### src/rtl/sys_ctrl_burst.sv
// System controller: decodes UART RX command frames into RF / ALU accesses and returns results over UART TX.
// Latency: RF write strobe 1 cycle after the last byte, read strobe 1 cycle after the addr byte, first TX 1 cycle after read data.
// Backpressure: every TX byte waits for Busy low, then Busy high, then Busy low; RX bytes arriving while not expecting one are dropped.
module sys_ctrl_burst #(
   parameter int                    DATA_WIDTH    = 8,
   parameter int                    RF_ADDR       = 4,
   parameter int                    ALU_OUT_BYTES = 2,
   parameter logic [DATA_WIDTH-1:0] ERR_CODE      = 8'hEE
) (
   input  logic                                CLK,
   input  logic                                RST,
   input  logic [DATA_WIDTH-1:0]               UART_RX_DATA,
   input  logic                                UART_RX_VLD,
   input  logic                                UART_TX_Busy,
   output logic [DATA_WIDTH-1:0]               UART_TX_DATA,
   output logic                                UART_TX_VLD,
   output logic                                RF_WrEn,
   output logic                                RF_RdEn,
   output logic [RF_ADDR-1:0]                  RF_Address,
   output logic [DATA_WIDTH-1:0]               RF_WrData,
   input  logic [DATA_WIDTH-1:0]               RF_RdData,
   input  logic                                RF_RdData_VLD,
   output logic                                ALU_EN,
   output logic [3:0]                          ALU_FUN,
   input  logic [DATA_WIDTH*ALU_OUT_BYTES-1:0] ALU_OUT,
   input  logic                                ALU_OUT_VLD,
   output logic                                CLKG_EN,
   output logic                                CLKDIV_EN
);

   localparam int AW = DATA_WIDTH * ALU_OUT_BYTES;
   localparam int LW = $clog2(ALU_OUT_BYTES + 1);

   localparam logic [DATA_WIDTH-1:0] CMD_WR      = DATA_WIDTH'(8'hAA);
   localparam logic [DATA_WIDTH-1:0] CMD_RD      = DATA_WIDTH'(8'hBB);
   localparam logic [DATA_WIDTH-1:0] CMD_ALU     = DATA_WIDTH'(8'hCC);
   localparam logic [DATA_WIDTH-1:0] CMD_ALU_NOP = DATA_WIDTH'(8'hDD);
   localparam logic [DATA_WIDTH-1:0] CMD_BRD     = DATA_WIDTH'(8'hBC);
   localparam logic [DATA_WIDTH-1:0] CMD_BWR     = DATA_WIDTH'(8'hAC);

   typedef enum logic [4:0] {
      S_IDLE, S_WR_ADDR, S_RD_ADDR, S_BR_ADDR, S_BR_CNT, S_BW_ADDR, S_BW_CNT,
      S_BW_DATA, S_WR_DO, S_ALU_FUN, S_ALU_GO, S_ALU_WAIT, S_RD_DO, S_RD_WAIT,
      S_TX_IDLE, S_TX_PULSE, S_TX_HI, S_TX_LO
   } state_t;

   state_t                  state, state_nxt;
   logic [RF_ADDR-1:0]      addr;
   logic [DATA_WIDTH-1:0]   cnt;       // accesses still to do in the current frame
   logic [DATA_WIDTH-1:0]   wr_dat;
   logic [3:0]              fun;
   logic                    alu_mode;  // operand writes of a 0xCC frame lead into the ALU op
   logic [AW-1:0]           tx_buf;    // result bytes, LSB byte sent first
   logic [LW-1:0]           tx_left;
   logic [DATA_WIDTH-1:0]   tx_dat;
   logic [DATA_WIDTH-1:0]   tx_head;

   // State register
   always_ff @(posedge CLK or negedge RST) begin
      if (!RST) state <= S_IDLE;
      else      state <= state_nxt;
   end

   // Next-state decode; any result hand-off jumps straight to the pulse when TX is already idle
   always_comb begin
      state_t tx_entry;
      tx_entry  = UART_TX_Busy ? S_TX_IDLE : S_TX_PULSE;
      state_nxt = state;
      case (state)
         S_IDLE: if (UART_RX_VLD) begin
            case (UART_RX_DATA)
               CMD_WR:      state_nxt = S_WR_ADDR;
               CMD_RD:      state_nxt = S_RD_ADDR;
               CMD_ALU:     state_nxt = S_BW_DATA;
               CMD_ALU_NOP: state_nxt = S_ALU_FUN;
               CMD_BRD:     state_nxt = S_BR_ADDR;
               CMD_BWR:     state_nxt = S_BW_ADDR;
               default:     state_nxt = tx_entry;
            endcase
         end
         S_WR_ADDR:  if (UART_RX_VLD) state_nxt = S_BW_DATA;
         S_RD_ADDR:  if (UART_RX_VLD) state_nxt = S_RD_DO;
         S_BR_ADDR:  if (UART_RX_VLD) state_nxt = S_BR_CNT;
         S_BR_CNT:   if (UART_RX_VLD) state_nxt = (UART_RX_DATA == '0) ? S_IDLE : S_RD_DO;
         S_BW_ADDR:  if (UART_RX_VLD) state_nxt = S_BW_CNT;
         S_BW_CNT:   if (UART_RX_VLD) state_nxt = (UART_RX_DATA == '0) ? S_IDLE : S_BW_DATA;
         S_BW_DATA:  if (UART_RX_VLD) state_nxt = S_WR_DO;
         S_WR_DO: begin
            if (cnt == DATA_WIDTH'(1)) state_nxt = alu_mode ? S_ALU_FUN : S_IDLE;
            else                       state_nxt = S_BW_DATA;
         end
         S_ALU_FUN:  if (UART_RX_VLD) state_nxt = S_ALU_GO;
         S_ALU_GO:   state_nxt = ALU_OUT_VLD ? tx_entry : S_ALU_WAIT;
         S_ALU_WAIT: if (ALU_OUT_VLD) state_nxt = tx_entry;
         S_RD_DO:    state_nxt = S_RD_WAIT;
         S_RD_WAIT:  if (RF_RdData_VLD) state_nxt = tx_entry;
         S_TX_IDLE:  if (!UART_TX_Busy) state_nxt = S_TX_PULSE;
         S_TX_PULSE: state_nxt = S_TX_HI;
         S_TX_HI:    if (UART_TX_Busy) state_nxt = S_TX_LO;
         S_TX_LO: if (!UART_TX_Busy) begin
            if (tx_left != '0)   state_nxt = S_TX_PULSE;
            else if (cnt != '0)  state_nxt = S_RD_DO;
            else                 state_nxt = S_IDLE;
         end
         default:    state_nxt = S_IDLE;
      endcase
   end

   // Strobes and enables are pure functions of the state
   always_comb begin
      RF_WrEn     = (state == S_WR_DO);
      RF_RdEn     = (state == S_RD_DO);
      ALU_EN      = (state == S_ALU_GO);
      CLKG_EN     = (state == S_ALU_GO) || (state == S_ALU_WAIT);
      UART_TX_VLD = (state == S_TX_PULSE);
   end

   // Byte to present on TX: a result captured this very cycle bypasses tx_buf
   always_comb begin
      tx_head = tx_buf[DATA_WIDTH-1:0];
      case (state)
         S_RD_WAIT:            tx_head = RF_RdData;
         S_ALU_GO, S_ALU_WAIT: tx_head = ALU_OUT[DATA_WIDTH-1:0];
         S_IDLE:               tx_head = ERR_CODE;
         default:              ;
      endcase
   end

   // Frame datapath: address/count/data capture, result latching and TX byte sequencing
   always_ff @(posedge CLK or negedge RST) begin
      if (!RST) begin
         addr      <= '0;
         cnt       <= '0;
         wr_dat    <= '0;
         fun       <= '0;
         alu_mode  <= 1'b0;
         tx_buf    <= '0;
         tx_left   <= '0;
         tx_dat    <= '0;
         CLKDIV_EN <= 1'b0;
      end else begin
         CLKDIV_EN <= 1'b1;
         case (state)
            S_IDLE: if (UART_RX_VLD) begin
               alu_mode <= (UART_RX_DATA == CMD_ALU);
               case (UART_RX_DATA)
                  CMD_ALU: begin
                     addr <= '0;
                     cnt  <= DATA_WIDTH'(2);
                  end
                  CMD_WR, CMD_RD, CMD_ALU_NOP, CMD_BRD, CMD_BWR: ;
                  default: begin
                     tx_buf  <= AW'(ERR_CODE);
                     tx_left <= LW'(1);
                     cnt     <= '0;
                  end
               endcase
            end
            S_WR_ADDR, S_RD_ADDR: if (UART_RX_VLD) begin
               addr <= UART_RX_DATA[RF_ADDR-1:0];
               cnt  <= DATA_WIDTH'(1);
            end
            S_BR_ADDR, S_BW_ADDR: if (UART_RX_VLD) addr <= UART_RX_DATA[RF_ADDR-1:0];
            S_BR_CNT, S_BW_CNT:   if (UART_RX_VLD) cnt <= UART_RX_DATA;
            S_BW_DATA:            if (UART_RX_VLD) wr_dat <= UART_RX_DATA;
            S_WR_DO: begin
               addr <= addr + RF_ADDR'(1);
               cnt  <= cnt - DATA_WIDTH'(1);
            end
            S_ALU_FUN: if (UART_RX_VLD) fun <= UART_RX_DATA[3:0];
            S_ALU_GO, S_ALU_WAIT: if (ALU_OUT_VLD) begin
               tx_buf  <= ALU_OUT;
               tx_left <= LW'(ALU_OUT_BYTES);
               cnt     <= '0;
            end
            S_RD_WAIT: if (RF_RdData_VLD) begin
               tx_buf  <= AW'(RF_RdData);
               tx_left <= LW'(1);
               addr    <= addr + RF_ADDR'(1);
               cnt     <= cnt - DATA_WIDTH'(1);
            end
            S_TX_PULSE: begin
               tx_buf  <= tx_buf >> DATA_WIDTH;
               tx_left <= tx_left - LW'(1);
            end
            default: ;
         endcase
         if (state_nxt == S_TX_PULSE && state != S_TX_PULSE) tx_dat <= tx_head;
      end
   end

   assign RF_Address   = addr;
   assign RF_WrData    = wr_dat;
   assign ALU_FUN      = fun;
   assign UART_TX_DATA = tx_dat;

endmodule

### config.mk
export PLATFORM = sky130hd
export DESIGN_NAME = sys_ctrl_burst
export DESIGN_NICKNAME = d
export VERILOG_FILES = /design/src/rtl/sys_ctrl_burst.sv
export SDC_FILE = /design/constraint.sdc
export NUM_CORES = 1
export LEC_CHECK = 0
export BUFFER_PORTS_ARGS = -buffer_cell sky130_fd_sc_hd__buf_2
export CORE_MARGIN = 4
export CORE_UTILIZATION = 30
export DETAILED_ROUTE_END_ITERATION = 7
export GPL_TIMING_DRIVEN = 0
export SETUP_SLACK_MARGIN = 0.05
export SYNTH_ARGS = -nofsm -noshare
export SYNTH_HDL_FRONTEND = slang
export SYNTH_SLANG_ARGS = --single-unit
### constraint.sdc
create_clock -name CLK -period 4.6 [get_ports CLK]
set_clock_uncertainty 0.2 [all_clocks]
set_input_delay 0.92 -clock CLK [delete_from_list [all_inputs] [get_ports CLK]]
set_output_delay 0.92 -clock CLK [all_outputs]
set_load 0.005 [all_outputs]
# After elaboration in Yosys (flattened, before gate mapping)
# Index checks and enable logic that the tools add are counted.
# totals
ff_bits,57
output_inout_bits,30
elab_cells,116
in_bits,38
# classes
eq_ne,35
mux,47
n_addsub,3
n_reduce_logical,21
# op_table
cell,n
one-hot mux 5 bit (18 select lines),1
two-way mux 5 bit,14
two-way mux 16 bit,4
one-hot mux 16 bit (4 select lines),1
"== test 8 bit, second input constant",6
one-hot mux 8 bit (6 select lines),1
"== test 5 x 4 -> 1 bit, second input constant",9
two-way mux 8 bit,5
two-way mux 4 bit,9
one-hot mux 4 bit (6 select lines),1
one-hot mux 8 bit (3 select lines),1
"== test 5 x 3 -> 1 bit, second input constant",4
"!= test 2 bit, second input constant",8
one-hot mux 4 bit (4 select lines),1
one-hot mux 8 bit (2 select lines),1
"== test 5 x 2 -> 1 bit, second input constant",2
"== test 5 bit, second input constant",2
AND reduction 5 bit,2
"== test 8 x 1 -> 1 bit, second input constant",1
logical NOT 8 bit,1
two-way mux 2 bit,4
one-hot mux 2 bit (4 select lines),1
nonzero test 4 bit,2
nonzero test 8 bit,1
19 further kinds,24

# Logic depth before layout (Yosys ltp)
# Gate-level depths: netlist of the first run.
# logic_depth
ltp_word,7
mapped_depth,9
depth_no_buf,9

# Worst setup path before layout of the first run
# OpenSTA, ideal clock, no wires.
# synth_timing
kind,in2reg
start,input port UART_RX_DATA[0]
end,register tx_dat[1] (netlist: UART_TX_DATA[1])
path_slack_ns,1.528
setup_ns,0.125
required_time_ns,4.275
n_path_buf,0
arrival_time_ns,2.747
stages,7
path_cell_list,or4b_1 > nor3_2 > nor4b_1 > a2111oi_4 > o211ai_2 > nand4_4 > mux2_4
# synth_between
elab_chain_len,6
elab_cells_between_ends,16
classes_between,eq/ne: 7; mux: 7; reduce/logical: 2
# synth_lines
element,line_no,rtl
from (decl),12,"input logic [DATA_WIDTH-1:0] UART_RX_DATA,"
== test 8 bit or logical NOT 8 bit (tied branches),"71, 86",
one-hot mux 4 bit (6 select lines) or two-way mux 3 bit (tied branches),"71, 86",
"two-way mux 5 bit, on equally long branches","70, 86",
one-hot mux 5 bit (18 select lines) *,69,case (state)
via state_nxt[1],47,"state_t state, state_nxt;"
== test 5 x 4 -> 1 bit *,188,if (state_nxt == S_TX_PULSE && state != S_TX_PULSE) tx_dat <= tx_head;
logical AND 1 bit *,188,
to (signal assigned),188,
to (decl),55,logic [DATA_WIDTH-1:0] tx_dat;
# Mark *: on every way through the listed nets, which the timed path passes. The rest lies on a longest branch.
# A chain may end at the register's enable or synchronous reset.

# Worst setup path after layout of the first run
# layout_timing
start,register state[2]
end,output port CLKG_EN
# layout_between
elab_chain_len,2
elab_cells_between_ends,3
classes_between,eq/ne: 2; reduce/logical: 1
# layout_lines
element,line_no,rtl
from (decl),47,
from (signal assigned),61,else state <= state_nxt;
== test 5 x 4 -> 1 bit,114,CLKG_EN = (state == S_ALU_GO) || (state == S_ALU_WAIT);
logical OR 1 bit *,114,
to (decl),27,"output logic CLKG_EN,"
# Every way passes the cells marked *; elsewhere a longest branch is shown, timed or not.

==> run metrics, run 1 <==
max-cap check violation count 0; clk_lat worst skew 0.33 ns; Rel. slew slack 50.74%; worst min path class register to register; DIE AREA 13,820 um2; most frequent CP cell clkbuf_1; Routability Congestion 0.9472; Ys Warns 0; Pre-antenna DRT Iters 6; TritonCTS clock tree done; worst hold slack 0.2802 ns; Final HPWL DP 8023 um; total congestion overflow 0; FF-to-FF End RF_Address[3]; synthesized flop and latch total 57; CP peak stage delay 0.43 ns; first-pass GRT wire length 18,090 um; Switching Fraction 43.29%; global-route usage over all layers 16.08%; Setup CP Type register to output pin; startpoint types register; worst reg2reg path startpoint state[2]; RSZ-0062 raised after global routing no; Async SR Flop Fraction 100.0%; Routed Antenna Nets 0; Hold Path Depth 2; FILL cells 1,151; Max FO, Critical Path 10; Sink Count 57; port bufs 67; post-synth cell types 66; CP delay by family, top buffers and inverters; share of layout cells above drive strength 1 25.16%; clock share of power 20.0%; Die H 117.6 um; CP required 3.48 ns; setup_tns 0 ns; nets@finish 516; Reg power frac 28.1%; Int Pwr 0.001705 W; Primary FF master, synth dfrtp_1; leakage power total 1.923 nW; Worst Setup SP state[2]; Layout Utilization 37.89%; CP Data Arrival Time 2.43 ns; Vias 3,402; Slew Limit Fails 0; final hold violations 0; critical path cell sequence nand2b_1 -> or2_1 -> inv_1 -> clkbuf_1 -> clkbuf_1 -> buf_2; Worst R2R Setup Slack 1.65 ns; Slew @ Worst Pin 0.7339 ns; highest-delay cell along the critical path dfrtp_1; initial drt markers 334; run status finished, final reports clean; vias in the first global route 3,445; DRC Markers 0; TritonCTS Buffers 9; Setup Viol. Count Final 0; Final period util 77.14%; Inst Count DP 605; post-synthesis sequential area ratio 39.61%; f_max 0.2818 GHz; hold path start RF_WrData[4]; sw power 0.001302 W; FF-to-FF path depth 7; row cnt 39; Final Non-Filler Cells 620; core area 11,560 um2; sequential cell area 1426 um2; VDD IR max 220.1 uV; mean routed wirelength per cell 17.46 um; Longest Clk Path Bufs 2; Starting Density 31.14%; Synth Cell Area 3601 um2; Critical Path End Type output pin; final critical-path required period 3.549 ns; Net Count, Synth 438; initial antenna violation count 0; Post-CTS Resized 0; clk slew on worst S/H paths 0.05 ns; PD cells 686.3 nW/um2; number of synthesized flops with an enable pin 0; io pins 68; footprint of the multi-input gates 2049 um2; Die X 117.6 um; synthesized area per cell 9.116 um2; Synth Instances 395; combinational power share 51.9%; antenna cells 0; Hold EP RF_WrData[4]; H-tree depth 3; Root Buffer Master clkbuf_16; Bufs and invs on worst path 4; drt via density 5.487; Setup Buffers After CTS 0; hold_buf cts 0; largest net degree at the start of global routing 58; Area Growth Syn to Fin 21.68%; routed wire length 10,830 um
metal layers:
layer	vias up	global-route usage, %	wire (um)
met5	-	0	0
met4	0	7.546	277
met3	17	2.835	602
met2	117	25.18	5090
met1	1645	21.59	4857
li1	1623	-	-
synthesized netlist by cell type (3+ instances only):
library cell,n,area share [%]
o21ai_1,7,0.97
o32ai_1,4,0.97
a21oi_1,25,3.5
nor3_1,8,1.1
a2111oi_4,3,2.3
a22o_1,6,1.5
a22oi_1,9,1.9
o21ai_0,24,3.3
nand2b_1,12,2.1
nor2b_1,5,0.87
o31ai_1,3,0.63
and2_1,3,0.52
a41oi_1,6,1.5
mux2i_1,3,0.83
xor2_1,3,0.73
nand4_1,5,0.87
a222oi_1,4,1.1
a221o_1,3,0.83
dfrtp_1,57,40
mux2_4,6,2.5
and3_1,4,0.69
nor2_1,33,3.4
ha_1,5,1.7
nand2_1,51,5.3
a32o_1,3,0.83
inv_1,12,1.3
clkbuf_1,10,1.0
a31oi_1,3,0.52
or3_1,3,0.52
buf_2,7,0.97
nand3_1,14,1.9
mux2_2,12,3.8
cell families after synthesis:
family	Yosys count	share of synthesized area [%]
xor gates and xnor gates	5	1.216
and+or+nand+nor	160	23.31
other	1	0.1041
muxes	21	7.088
DFF	57	39.61
adders and majority gates	5	1.737
AOI/OAI and AO/OA	115	23.45
buffers and inverters	31	3.474
final cells by class:
class                   instances  area share (%)
plain buffers                  18           1.742
clock buffers                  12           5.625
repair buffers                 67           7.710
multi-input cells             307           46.77
well taps                     143           4.083
inverters                      13           1.114
flip-flops and latches         57           32.55
clock inverters                 3          0.3998
worst max path at each step:
| stage | end | slack (ns) | cells past startpoint |
|---|---|---|---|
| 2_1_floorplan | UART_TX_DATA[1] | 1.53 | 7 |
| 4_1_cts | CLKG_EN | 1.05 | 6 |
| 6_report | CLKG_EN | 1.05 | 6 |
| 3_3_place_gp | UART_TX_DATA[5] | 1.17 | 8 |
| 3_5_place_dp | UART_TX_DATA[6] | 1.15 | 8 |
| 5_1_grt | CLKG_EN | 0.89 | 6 |
cells in the final DEF (no fill, tap or decap), types with 3 or more instances in the layout:
master	instances
a2111oi_4	3
a21oi_1	25
a221o_1	3
a222oi_1	4
a22o_1	6
a22oi_1	9
a31oi_1	3
a32o_1	3
a41oi_1	6
and2_1	3
and3_1	4
buf_2	73
clkbuf_1	12
clkbuf_16	9
dfrtp_1	57
ha_1	5
inv_1	12
mux2_2	12
mux2_4	6
mux2i_1	3
nand2_1	51
nand2b_1	12
nand3_1	14
nand4_1	5
nor2_1	33
nor2b_1	5
nor3_1	8
o21ai_0	24
o21ai_1	7
o31ai_1	3
o32ai_1	4
or3_1	3
xor2_1	3
metrics by stage:
| stage | power, W | area (um2) | worst slack (ns) |
|---|---|---|---|
| floorplan | 0.001921 | 3601 | 1.528 |
| global placement | 0.002376 | 4115 | 1.168 |
| detailed placement | 0.002402 | 4115 | 1.145 |
| CTS | 0.003022 | 4379 | 1.052 |
| global route | 0.003248 | 4382 | 0.8925 |
| finish | 0.003007 | 4382 | 1.051 |
registers in the layout, indices dropped and copies added, names as in the netlist:
name          cells
cnt               8
tx_left           2
ALU_FUN           4
CLKDIV_EN         1
tx_buf           16
UART_TX_DATA      8
state             5
RF_Address        4
RF_WrData         8
alu_mode          1
power groups by stage:
stage	logic [W]	registers (W)	clock network [W]
after detailed placement	0.00155	0.000850	0
after CTS	0.00156	0.000844	0.000617
final	0.00156	0.000844	0.000602
after global placement	0.00154	0.000840	0
after floorplan	0.00109	0.000828	0
after global routing	0.00174	0.000873	0.000634
worst min-delay path, stage by stage, from the launching register on:
cell and delay, ns:
dfrtp_1 0.34, nand2_1 0.04, o21ai_0 0.06
Note: power is estimated with default switching activity, not from simulation.
==> run 2: changes to the inputs <==
Clock period 4.6 ns to 3.3 ns, I/O delays scaled along.
==> run 2 against run 1 <==
  * First-iteration DRC count is 10% higher
  * Via count down 0.97%
  * Worst hold slack got worse by 0.092 ns
  * Final area is essentially flat
==> run metrics, run 2 (same netlist as run 1, synthesis figures left out) <==
run status finished, final reports clean; mean routed wirelength per cell 17.45 um; Routed Antenna Nets 0; max reg flops 16; Overall Power 0.004182 W; DIE AREA 13,820 um2; footprint of the multi-input gates 2049 um2; Sink Count 57; CP peak stage delay 0.40 ns; antenna cells 0; initial drt markers 368; Rel. slew slack 50.93%; Pre-antenna DRT Iters 7; clk slew on worst S/H paths 0.05 ns; Slew @ Worst Pin 0.7311 ns; total congestion overflow 0; Area Growth Syn to Fin 21.65%; Die X 117.6 um; sequential cell area 1426 um2; CP Data Arrival Time 2.17 ns; Reg with most FFs tx_buf; startpoint types register; first-pass GRT wire length 18,090 um; final critical-path required period 3.028 ns; TritonCTS Buffers 9; Critical Path End Type output pin; DRC Markers 0; Final HPWL DP 8023 um; most frequent cells in the layout 73 x buf_2, 57 x dfrtp_1, 51 x nand2_1, 33 x nor2_1, 25 x a21oi_1; critical path cell sequence buf_2 -> clkbuf_1 -> nand2_1 -> nor2_1 -> clkbuf_2 -> buf_2; TritonCTS clock tree done; port bufs 67; setup_tns 0 ns; io pins 68; clk_lat worst skew 0.33 ns; Setup CP Type register to output pin; H-tree depth 3; share of layout cells above drive strength 1 25.63%; worst min path class input port to asynchronous set/reset pin; leakage power total 1.929 nW; highest-delay cell along the critical path dfrtp_1; most common cell after layout, fill and taps aside buf_2; CP required 2.44 ns; VDD IR max 306.7 uV; final hold violations 0; max-cap check violation count 0; RSZ-0062 raised after global routing no; largest net degree at the start of global routing 58; Slew Limit Fails 0; initial antenna violation count 0; Starting Density 31.14%; Longest Clk Path Bufs 2; most frequent CP cell buf_2; PD cells 954.8 nW/um2; global-route usage over all layers 16.08%; core area 11,560 um2; Max FO, Critical Path 10; routed wire length 10,800 um; vias in the first global route 3,445; FILL cells 1,149; Setup Viol. Count Final 0; Final period util 91.76%; Routability Congestion 0.9472; Vias 3,369; row cnt 39; drt via density 5.443; nets@finish 515; f_max 0.3302 GHz; Die H 117.6 um; Root Buffer Master clkbuf_16
run 2: changes by cell type in the layout (fill, tap and decap cells not counted), sizes merged:
| cell | before | now |
|---|---|---|
| clkbuf | 22 | 21 |
run 2: layer usage:
layer / wire length, um / share of wire [%] / global-route usage (%)
met1: 4822 / 45 / 21.59
met2: 5123 / 47 / 25.18
met3: 577 / 5.3 / 2.835
met4: 275 / 2.5 / 7.546
met5: 0 / 0 / 0
run 2: area by class of cell:
type                            count  share of cell area, %
Clock buffer                       12                  5.627
Multi-Input combinational cell    307                  46.79
Buffer                             17                  1.714
Timing Repair Buffer               67                  7.712
Tap cell                          143                  4.085
Clock inverter                      3                 0.3999
Inverter                           13                  1.114
Sequential cell                    57                  32.56
run 2: through the flow:
step / hold slack, ns / area, um2 / std cells / setup WS [ns] / utilization (%)
after floorplan: 0.1644 / 3601 / 395 / 0.4876 / -
after global placement: 0.2614 / 4115 / 605 / 0.1285 / 35.58
after detailed placement: 0.2717 / 4115 / 605 / 0.1053 / 35.58
after CTS: 0.2857 / 4380 / 620 / 0.08367 / 37.88
after global routing: 0.2629 / 4380 / 619 / 0.05767 / 37.88
final: 0.1882 / 4380 / 619 / 0.2718 / 37.88
run 2: worst paths after layout:
kind                              start       endpoint  slack [ns]  depth (start not counted)
min in group CLK           RF_WrData[4]   RF_WrData[4]        0.28                          2
max reg2reg                    state[2]  RF_Address[3]        0.34                          7
max                            state[0]    UART_TX_VLD        0.27                          6
min                                 RST         cnt[4]        0.19                          1
min reg2reg                RF_WrData[4]   RF_WrData[4]        0.28                          2
max in group asynchronous           RST       state[1]        2.22                          1
run 2: where the power goes:
group	leakage, nW	switching (W)	internal, W
combinational	1.10	0.00130	0.000872
sequential	0.697	0.000192	0.000984
clock	0.128	0.000316	0.000520
run 2: worst max-delay path: cells and delay by family (launching register included):
family | cells | cell delay [ns]
AND/OR/NAND/NOR | 2 | 0.32
flip-flops | 1 | 0.40
buffers and inverters | 4 | 1.11
run 2: timing repair:
action	in CTS	in global routing
gates cloned	0	0
resized for setup	1	2
setup buffers	0	0
endpoints found under the setup margin	1	2
hold buffers	0	0
==> run 3: changes to the inputs <==
Settings changed: CORE_UTILIZATION 30 to 50, HOLD_SLACK_MARGIN set to 0.12, PLACE_DENSITY set to 0.73.
==> run 3 against run 2 <==
  * Register-to-register slack about the same
  * Sequential power about the same
  * Die area is 38% lower
  * Routed wire length shrank 5.0%
  * Highest routed layer unchanged
==> run metrics, run 3 (same netlist as run 1, synthesis figures left out) <==
run status finished, final reports clean; Routability Congestion 0.9712; H-tree depth 3; Placed Area 4056 um2; Setup Viol. Count Final 0; clk slew on worst S/H paths 0.06 ns; Worst Setup SP state[4]; TritonCTS clock tree done; initial antenna violation count 0; share of layout cells above drive strength 1 26.26%; final critical-path required period 3.074 ns; Die H 92.87 um; FF-to-FF End UART_TX_DATA[5]; final hold violations 0; most common cell after layout, fill and taps aside buf_2; Slew Limit Fails 0; f_max 0.3253 GHz; final non-filler cell area 4222 um2; io pins 68; Vias 3,456; drt via density 6.042; total congestion overflow 0; Longest Clk Path Bufs 2; Critical Path End Type output pin; Setup Buffers After CTS 0; setup_tns 0 ns; CP Data Arrival Time 2.21 ns; Sink Count 57; Root Buffer Master clkbuf_8; worst reg2reg path startpoint state[2]; Slew @ Worst Pin 0.7299 ns; FF-to-FF path depth 8; leakage power total 1.886 nW; Final Non-Filler Cells 572; Area Growth Syn to Fin 17.23%; largest net degree at the start of global routing 58; Setup CP Type register to output pin; VDD IR max 446.4 uV; vias in the first global route 3,249; hold_buf cts 0; most frequent cells in the layout 73 x buf_2, 57 x dfrtp_1, 51 x nand2_1, 33 x nor2_1, 25 x a21oi_1; row cnt 30; nets@finish 515; initial drt markers 289; Worst R2R Setup Slack 0.34 ns; routed wire length 10,260 um; antenna cells 0; Die X 92.87 um; Final HPWL DP 7545 um; PD cells 927.2 nW/um2; core area 6907 um2; Final period util 93.16%; worst min path class input port to asynchronous set/reset pin; startpoint types register; max reg flops 16; Inst Count DP 558; Routed Antenna Nets 0; max-cap check violation count 0; Reg with most FFs tx_buf; Rel. slew slack 51.34%; mean routed wirelength per cell 17.94 um; RSZ-0062 raised after global routing no; clk_lat worst skew 0.34 ns; global-route usage over all layers 24.99%; Worst setup endpoint CLKG_EN; first-pass GRT wire length 16,780 um; port bufs 67; DIE AREA 8624 um2; Layout Utilization 61.12%; Starting Density 52.14%; Max FO, Critical Path 10; CP required 2.44 ns; Pre-antenna DRT Iters 6; DRC Markers 0; TritonCTS Buffers 9
==> run 3: cell types whose count changed in the layout (fill, tap and decap cells not counted), sizes merged <==
cell | before | now
clkinv | 3 | 6
clkbuf | 21 | 18
==> run 3: worst max-delay path, cell delays in order (launching register included) <==
cell      delay [ns]
dfrtp_1         0.48
nand2b_1        0.22
or2_1           0.26
inv_1           0.10
clkbuf_1        0.36
clkbuf_2        0.30
buf_2           0.15
==> run 3: worst min-delay path by stage <==
stage	endpoint	slack [ns]	from
CTS	RF_WrData[4]	0.28	RF_WrData[4]
global route	RF_WrData[4]	0.22	RST
floorplan	ALU_FUN[0]	0.16	RST
finish	RF_WrData[1]	0.17	RST
detailed placement	RF_WrData[4]	0.27	RF_WrData[4]
global placement	RF_WrData[4]	0.26	RF_WrData[4]
==> run 3: final cells by class <==
class                      count  area [um2]
buffer                        17       75.07
clock buffer                   9       123.9
clock inverter                 6       36.28
fill                         648        2685
inverter                      13       48.80
multi-input combinational    307        2053
sequential                    57        1426
tap                           96       120.1
timing repair buffer          67       337.8
==> run 3: layer usage <==
metal  global-route usage [%]  routed length (um)
met5                        0                   0
met4                    9.402                 183
met3                    5.686                 779
met2                    35.57                4597
met1                    36.73                4700
==> run 3: per-stage QoR <==
stage | setup WS, ns | power, W | hold slack, ns
6_report | 0.2257 | 0.003914 | 0.1717
5_1_grt | 0.05299 | 0.004232 | 0.2175
4_1_cts | 0.1129 | 0.003897 | 0.2834
3_5_place_dp | 0.1017 | 0.003334 | 0.2689
3_3_place_gp | 0.006169 | 0.003319 | 0.2582
2_1_floorplan | 0.4876 | 0.002678 | 0.1644
==> run 3: power by group <==
part	switching, W	leakage (nW)	total (W)	internal, W
combinational	0.00132	1.10	0.00220	0.000875
sequential	0.000189	0.697	0.00117	0.000982
clock	0.000284	0.0846	0.000547	0.000263
==> run 3: timing repair <==
| action | CTS | global route |
|---|---|---|
| resized for setup | 0 | 6 |
| hold endpoints to repair | 0 | 0 |
| setup endpoints to repair | 0 | 5 |
